===== src/rtl/alu_rs.sv =====
// ---------------------------------------------------------------------------
// alu_rs : reservation station for ALU-class instructions.
//
// Holds up to ENTRIES dispatched instructions until both source operands are
// available, snooping the ALU and load/store result buses to capture values.
// Each cycle, the lowest-index slot whose operands are both valid is issued to
// the ALU through a set of registered ex* outputs.
//
// Ports
//   clk, rst                 clock, synchronous active-high reset
//   ALUen ... ALUaddr        dispatch strobe and instruction fields
//   cdbAlu* / cdbLs*         result broadcasts (enable, tag, data)
//   rsFull                   every slot is occupied; dispatcher must stall
//   exEn                     one-cycle issue pulse
//   exOperandO/T, exOp,
//   exAddr, exTagW, exNameW  fields of the issued instruction (held when idle)
// ---------------------------------------------------------------------------
module alu_rs #(
    parameter int         ENTRIES  = 8,
    parameter logic [4:0] TAG_FREE = 5'b11111
) (
    input  logic        clk,
    input  logic        rst,
    input  logic        ALUen,
    input  logic [31:0] ALUoperandO,
    input  logic [31:0] ALUoperandT,
    input  logic [4:0]  ALUtagO,
    input  logic [4:0]  ALUtagT,
    input  logic [4:0]  ALUtagW,
    input  logic [4:0]  ALUnameW,
    input  logic [5:0]  ALUop,
    input  logic [31:0] ALUaddr,
    input  logic        cdbAluEn,
    input  logic [4:0]  cdbAluTag,
    input  logic [31:0] cdbAluData,
    input  logic        cdbLsEn,
    input  logic [4:0]  cdbLsTag,
    input  logic [31:0] cdbLsData,
    output logic        rsFull,
    output logic        exEn,
    output logic [31:0] exOperandO,
    output logic [31:0] exOperandT,
    output logic [5:0]  exOp,
    output logic [31:0] exAddr,
    output logic [4:0]  exTagW,
    output logic [4:0]  exNameW
);

    localparam int IDX_W = $clog2(ENTRIES);

    // Slot storage
    logic [ENTRIES-1:0] busy_q, busy_d;
    logic [5:0]         op_q     [ENTRIES];
    logic [5:0]         op_d     [ENTRIES];
    logic [31:0]        addr_q   [ENTRIES];
    logic [31:0]        addr_d   [ENTRIES];
    logic [4:0]         tagw_q   [ENTRIES];
    logic [4:0]         tagw_d   [ENTRIES];
    logic [4:0]         namew_q  [ENTRIES];
    logic [4:0]         namew_d  [ENTRIES];
    logic [4:0]         tag_o_q  [ENTRIES];
    logic [4:0]         tag_o_d  [ENTRIES];
    logic [31:0]        data_o_q [ENTRIES];
    logic [31:0]        data_o_d [ENTRIES];
    logic [4:0]         tag_t_q  [ENTRIES];
    logic [4:0]         tag_t_d  [ENTRIES];
    logic [31:0]        data_t_q [ENTRIES];
    logic [31:0]        data_t_d [ENTRIES];

    // Issue registers
    logic        ex_en_q, ex_en_d;
    logic [31:0] ex_operand_o_q, ex_operand_o_d;
    logic [31:0] ex_operand_t_q, ex_operand_t_d;
    logic [5:0]  ex_op_q, ex_op_d;
    logic [31:0] ex_addr_q, ex_addr_d;
    logic [4:0]  ex_tagw_q, ex_tagw_d;
    logic [4:0]  ex_namew_q, ex_namew_d;

    // Selection results
    logic [ENTRIES-1:0] ready;
    logic               issue_found;
    logic [IDX_W-1:0]   issue_idx;
    logic               free_found;
    logic [IDX_W-1:0]   free_idx;

    // Resolve one operand against both result buses. A pending tag that
    // matches an active bus becomes TAG_FREE with the bus data; when both
    // buses carry the same tag the ALU bus is checked first and wins.
    function automatic logic [36:0] wake(
        input logic [4:0]  tag,
        input logic [31:0] data,
        input logic        alu_en,
        input logic [4:0]  alu_tag,
        input logic [31:0] alu_data,
        input logic        ls_en,
        input logic [4:0]  ls_tag,
        input logic [31:0] ls_data
    );
        logic [36:0] r;
        r = {tag, data};
        if (tag != TAG_FREE) begin
            if (alu_en && (alu_tag == tag)) begin
                r = {TAG_FREE, alu_data};
            end else if (ls_en && (ls_tag == tag)) begin
                r = {TAG_FREE, ls_data};
            end
        end
        return r;
    endfunction

    // Readiness and priority selection are judged on registered state only,
    // so a slot woken at an edge can issue at the following edge at the
    // earliest, and a slot being issued is still seen as busy for dispatch.
    always_comb begin
        ready       = '0;
        issue_found = 1'b0;
        issue_idx   = '0;
        free_found  = 1'b0;
        free_idx    = '0;
        for (int i = 0; i < ENTRIES; i++) begin
            ready[i] = busy_q[i] && (tag_o_q[i] == TAG_FREE) && (tag_t_q[i] == TAG_FREE);
            if (!issue_found && ready[i]) begin
                issue_found = 1'b1;
                issue_idx   = IDX_W'(i);
            end
            if (!free_found && !busy_q[i]) begin
                free_found = 1'b1;
                free_idx   = IDX_W'(i);
            end
        end
    end

    // Next slot state: wakeup of pending operands, release of the issued
    // slot, and a dispatch write into the lowest free slot (with bypass from
    // the buses active in the same cycle). A dispatch while full is dropped.
    always_comb begin
        busy_d   = busy_q;
        op_d     = op_q;
        addr_d   = addr_q;
        tagw_d   = tagw_q;
        namew_d  = namew_q;
        tag_o_d  = tag_o_q;
        data_o_d = data_o_q;
        tag_t_d  = tag_t_q;
        data_t_d = data_t_q;

        for (int i = 0; i < ENTRIES; i++) begin
            if (busy_q[i]) begin
                {tag_o_d[i], data_o_d[i]} = wake(tag_o_q[i], data_o_q[i],
                    cdbAluEn, cdbAluTag, cdbAluData, cdbLsEn, cdbLsTag, cdbLsData);
                {tag_t_d[i], data_t_d[i]} = wake(tag_t_q[i], data_t_q[i],
                    cdbAluEn, cdbAluTag, cdbAluData, cdbLsEn, cdbLsTag, cdbLsData);
            end
        end

        if (issue_found) begin
            busy_d[issue_idx] = 1'b0;
        end

        if (ALUen && free_found) begin
            busy_d[free_idx]  = 1'b1;
            op_d[free_idx]    = ALUop;
            addr_d[free_idx]  = ALUaddr;
            tagw_d[free_idx]  = ALUtagW;
            namew_d[free_idx] = ALUnameW;
            {tag_o_d[free_idx], data_o_d[free_idx]} = wake(ALUtagO, ALUoperandO,
                cdbAluEn, cdbAluTag, cdbAluData, cdbLsEn, cdbLsTag, cdbLsData);
            {tag_t_d[free_idx], data_t_d[free_idx]} = wake(ALUtagT, ALUoperandT,
                cdbAluEn, cdbAluTag, cdbAluData, cdbLsEn, cdbLsTag, cdbLsData);
        end
    end

    // Issue registers load from the registered slot contents only; with no
    // ready slot the pulse drops and the data fields keep their last values.
    always_comb begin
        ex_en_d        = issue_found;
        ex_operand_o_d = ex_operand_o_q;
        ex_operand_t_d = ex_operand_t_q;
        ex_op_d        = ex_op_q;
        ex_addr_d      = ex_addr_q;
        ex_tagw_d      = ex_tagw_q;
        ex_namew_d     = ex_namew_q;
        if (issue_found) begin
            ex_operand_o_d = data_o_q[issue_idx];
            ex_operand_t_d = data_t_q[issue_idx];
            ex_op_d        = op_q[issue_idx];
            ex_addr_d      = addr_q[issue_idx];
            ex_tagw_d      = tagw_q[issue_idx];
            ex_namew_d     = namew_q[issue_idx];
        end
    end

    // Control state: reset discards every in-flight instruction and clears
    // the issue outputs, overriding whatever else happens in that cycle.
    always_ff @(posedge clk) begin
        if (rst) begin
            busy_q         <= '0;
            ex_en_q        <= 1'b0;
            ex_operand_o_q <= '0;
            ex_operand_t_q <= '0;
            ex_op_q        <= '0;
            ex_addr_q      <= '0;
            ex_tagw_q      <= TAG_FREE;
            ex_namew_q     <= '0;
        end else begin
            busy_q         <= busy_d;
            ex_en_q        <= ex_en_d;
            ex_operand_o_q <= ex_operand_o_d;
            ex_operand_t_q <= ex_operand_t_d;
            ex_op_q        <= ex_op_d;
            ex_addr_q      <= ex_addr_d;
            ex_tagw_q      <= ex_tagw_d;
            ex_namew_q     <= ex_namew_d;
        end
    end

    // Slot payload needs no reset: it is meaningless while the busy bit is
    // clear and is fully rewritten on dispatch.
    always_ff @(posedge clk) begin
        op_q     <= op_d;
        addr_q   <= addr_d;
        tagw_q   <= tagw_d;
        namew_q  <= namew_d;
        tag_o_q  <= tag_o_d;
        data_o_q <= data_o_d;
        tag_t_q  <= tag_t_d;
        data_t_q <= data_t_d;
    end

    assign rsFull     = &busy_q;
    assign exEn       = ex_en_q;
    assign exOperandO = ex_operand_o_q;
    assign exOperandT = ex_operand_t_q;
    assign exOp       = ex_op_q;
    assign exAddr     = ex_addr_q;
    assign exTagW     = ex_tagw_q;
    assign exNameW    = ex_namew_q;

endmodule


===== config.mk =====
export PLATFORM = sky130hd
export DESIGN_NAME = alu_rs
export DESIGN_NICKNAME = d
export VERILOG_FILES = /design/src/rtl/alu_rs.sv
export SDC_FILE = /design/constraint.sdc
export NUM_CORES = 2
export LEC_CHECK = 0
export CORE_AREA = 2 2 372 374
export DETAILED_ROUTE_END_ITERATION = 10
export DIE_AREA = 0 0 374 376
export GPL_TIMING_DRIVEN = 0
export SYNTH_ARGS = -nofsm -noshare
export SYNTH_HDL_FRONTEND = slang
export SYNTH_SLANG_ARGS = --single-unit

===== constraint.sdc =====
create_clock -name clk -period 7.6 [get_ports clk]
set_input_delay 1.14 -clock clk [delete_from_list [all_inputs] [get_ports clk]]
set_output_delay 1.14 -clock clk [all_outputs]
set_load 0.01 [all_outputs]

==> summary.md <==
| Metric | Value |
|---|---|
| GRT Util Overall | `about a third` |
| Crit-path max cell delay | `0.84 ns` |
| Clk pwr share | `between 40 and 50%` |
| CP Data Required Time | `approximately 8.3 ns` |
| Syn Nets | `5747` |
| Slew @ Worst Pin | `around 1.6 ns` |
| CTS tree | `yes` |
| Cell Int Power | `10900 µW` |
| First-pass iteration count of the detailed router | `9` |
| Layout cell share with drive strength beyond 1 | `8.99%` |
| Delay-heaviest family, CP | `simple AND/OR/NAND/NOR gates` |
| Seq/Total Area, Yosys | `47.5%` |
| Initial antenna violation count | `40` |
| Total CTS buffers | `118` |
| Post-Layout Inst Area | `63300 µm²` |
| Final Cycle Share | `71.6%` |
| Max Root-Sink Buffers | `3` |
| Failing checks | `capacitance limit, slew limit` |
| Initial Util | `39.7%` |
| Vias per cell | `roughly 6.4` |
| HP Class | `register to register` |
| Library cells used by synthesis | `56` |
| DP Area | `59300 µm²` |
| Minimum clock period | `5.44 ns` |
| CP Capture Type | `register` |
| Met3 wire length | `28800 µm` |
| Hold depth | `1` |
| WL final | `~250000 µm` |
| Critical path launch point type | `input pin` |
| DIE AREA | `141000 µm²` |
| #FFs+latches synth | `1097` |
| PortBufs | `approximately 240` |
| Layout area overhead | `16.6%` |
| Count of final max-slew check failures | `47` |
| Max-Slew Margin vs Limit | `-9.89%` |
| Post-synth EDFFs | `384` |
| CP Cell Sequence | `clkdlybuf4s50_1 -> clkbuf_1 -> nand3_1 -> nand2b_1 -> inv_1 -> nor2_1 -> buf_2 -> o22ai_1 -> o21ai_0` |
| Total gr overflow | `0` |
| RePlAce Congestion | `1.02` |
| Top Layer Used | `met5` |
| Clk slew on worst S/H paths | `0.06 ns` |
| Largest net degree at the start of global routing | `50` |
| Outcome | `finished, violations left` |
| Vias in the first global route | `48100` |
| CTS sink cnt | `1097` |
| Antenna-violating nets left | `0` |
| Vias | `50300` |
| Ys async rst share | `0%` |
| Comb pwr share | `12.4%` |
| Final net count | `6122` |
| Final hold vios | `0` |
| Post-DP HPWL | `181000 µm` |
| Sw Pwr | `3990 µW` |
| Worst R2R Path Depth | `10` |
| I/O pin total | `315` |
| Most used DFF post-synth | `dfxtp_1` |
| Std cell rows | `roughly 140` |
| Max-cap violations | `5` |
| Met1 wire length | `97900 µm` |
| Final core occ | `46.4%` |
| Lkg Pwr | `around 0.020 µW` |
| Hold Path Sink | `exTagW[1]$_SDFFE_PP1N_` |
| Drt wl/cell | `32.0 µm` |
| Synth warn | `0` |
| Root Buffer | `clkbuf_16` |
| Worst Path Arrival | `6.11 ns` |
| CP bufs+invs | `4` |
| PD cells | `235 nW/µm²` |
| Maximum net fanout on the critical path | `10` |
| Met2 routed WL | `107000 µm` |
| Post-Syn Area | `54300 µm²` |
| Synth top area share | `26.3%` |
| Final setup margin | `2.16 ns` |
| Worst r2r src | `busy_q[3]$_SDFF_PP0_` |
| HP Start | `exTagW[1]$_SDFFE_PP1N_` |
| # Post-CTS Setup Buffers | `0` |
| Fillers | `between 10000 and 15000` |
| Area leader, netlist | `dfxtp_1` |
| Worst setup path class | `input pin to register` |
| Worst-skew pair later-pin latency | `0.79 ns` |
| Cts-stage hold buffer count | `0` |
| Global-route wire length before repair | `352000 µm` |
| Worst path slowest cell | `clkdlybuf4s50_1` |
| CTS resizes | `0` |
| Fmax | `184 MHz` |
| Worst r2r dst | `exOperandO[17]$_SDFFE_PP0N_` |
| Peak supply drop | `0.221 mV` |
| Net Sw Frac | `26.8%` |
| Mapped Avg Cell Area | `9.79 µm²` |
| Reg2Reg Setup Slack | `2.23 ns` |
| Final setup fails | `0` |
| H-tree depth | `3` |
| Sequential share of power | `a little under half` |
| DRT iter0 DRCs | `6497` |
| Post-synthesis cell count | `5546` |
| RSZ-0062 raised after global routing | `false` |
| DRC viols | `0` |
| Hold Worst Slack | `roughly 0.48 ns` |
| Die Ht | `376 µm` |
| Die width | `374 µm` |
| Pre-CTS setup slack | `around 1.8 ns` |
| Core Footprint | `137000 µm²` |
| Skew final | `0.0437 ns` |
| Synth area leaders | `dfxtp_1 (26%), edfxtp_1 (21%), mux2i_1 (9.9%)` |
[metrics by stage]
step | TNS, ns | total power [µW] | cells
CTS | 0 | 14800 | 7820
detailed placement | 0 | 8850 | 7595
global route | 0 | 15300 | 7831
global placement | -11.89 | 8800 | 7583
floorplan | 0 | 8180 | 5546
finish | 0 | 14900 | 7841
[layer usage]
layer	vias up	track usage, %
met3	775	11.2
met4	36	20.9
met5	-	0
li1	21500	-
met2	3157	51.6
met1	24800	43.1
[synthesized netlist by cell type, types with 99 or more instances]
cell and n:
a31oi_1 107, o221ai_1 143, a21oi_1 187, edfxtp_1 384, mux2i_1 539, o21ai_0 691, nor2_1 103, dfxtp_1 713
o211ai_1 446, o21bai_1 109, buf_2 99, clkbuf_1 484, nand2_1 616, mux2_2 217, xor2_1 144
[final cells by class]
class | instances | area (µm²) | share of cell area (%)
antenna | 21 | 52.6 | 0.0830
buffer | 619 | 2500 | 3.95
clock buffer | 162 | 3300 | 5.21
clock inverter | 63 | 686 | 1.08
inverter | 22 | 85.1 | 0.134
multi-input combinational | 3808 | 25900 | 41.0
sequential | 1097 | 25800 | 40.7
tap | 1794 | 2240 | 3.54
timing repair buffer | 255 | 2730 | 4.30
[power groups by stage]
stage | clock [µW] | combinational, µW | sequential [µW]
final | 6080 | 1840 | 6980
after floorplan | 0 | 1210 | 6980
after detailed placement | 0 | 1770 | 7080
after CTS | 6080 | 1780 | 6960
after global placement | 0 | 1730 | 7070
after global routing | 6310 | 1970 | 7020
[layout by cell type (no fill, tap or decap), types with 99 or more instances in the layout]
cell type and instances:
a21oi_1 187, a31oi_1 107, buf_2 99, clkbuf_1 502, clkbuf_16 120, clkdlybuf4s50_1 243, dfxtp_1 713, edfxtp_1 384
mux2_2 217, mux2i_1 539, nand2_1 616, nor2_1 102, o211ai_1 446, o21ai_0 691, o21bai_1 109, o221ai_1 143
xor2_1 144
[worst register-to-register path, cell delays in order (launching register included)]
cell and delay [ns]:
dfxtp_1 0.58, inv_1 0.17, nor3_1 0.80, o2bb2ai_2 0.22, nor2_1 0.19, nand2_1 1.00
clkbuf_1 1.11, clkbuf_1 0.52, o21ai_0 0.35, a21oi_1 0.23, a31oi_1 0.10
[state kept, by name, indices dropped and copies added, names as in the netlist]
signal / cells
exOp: 6
tag_o_q: 40
exEn: 1
op_q: 48
tag_t_q: 40
exTagW: 5
tagw_q: 40
busy_q: 8
exOperandO: 32
exOperandT: 32
namew_q: 40
data_o_q: 256
addr_q: 256
exAddr: 32
exNameW: 5
data_t_q: 256
[logic make-up after synthesis]
kind of cell / count (synthesis) / synth area share [%]
AOI/OAI and AO/OA: 1971 / 23.4
DFF: 1097 / 47.5
and+or+nand+nor: 901 / 7.00
muxes: 756 / 14.4
buffers and inverters: 641 / 4.72
xor gates and xnor gates: 180 / 2.90
[how the worst max path moves through the flow]
stage / from / to / slack, ns / cells after the start
5_1_grt: cdbAluEn / data_t_q[158]$_DFF_P_ / 2.19 / 9
3_5_place_dp: cdbAluEn / data_t_q[94]$_DFF_P_ / 1.83 / 9
4_1_cts: busy_q[3]$_SDFF_PP0_ / addr_q[130]$_DFFE_PP_ / 2.49 / 10
2_1_floorplan: ALUen / addr_q[32]$_DFFE_PP_ / 3.87 / 5
6_report: cdbAluEn / data_t_q[92]$_DFF_P_ / 2.16 / 9
3_3_place_gp: ALUen / tag_o_q[8]$_DFF_P_ / -0.23 / 7
Power figures use the tool's default switching activity.
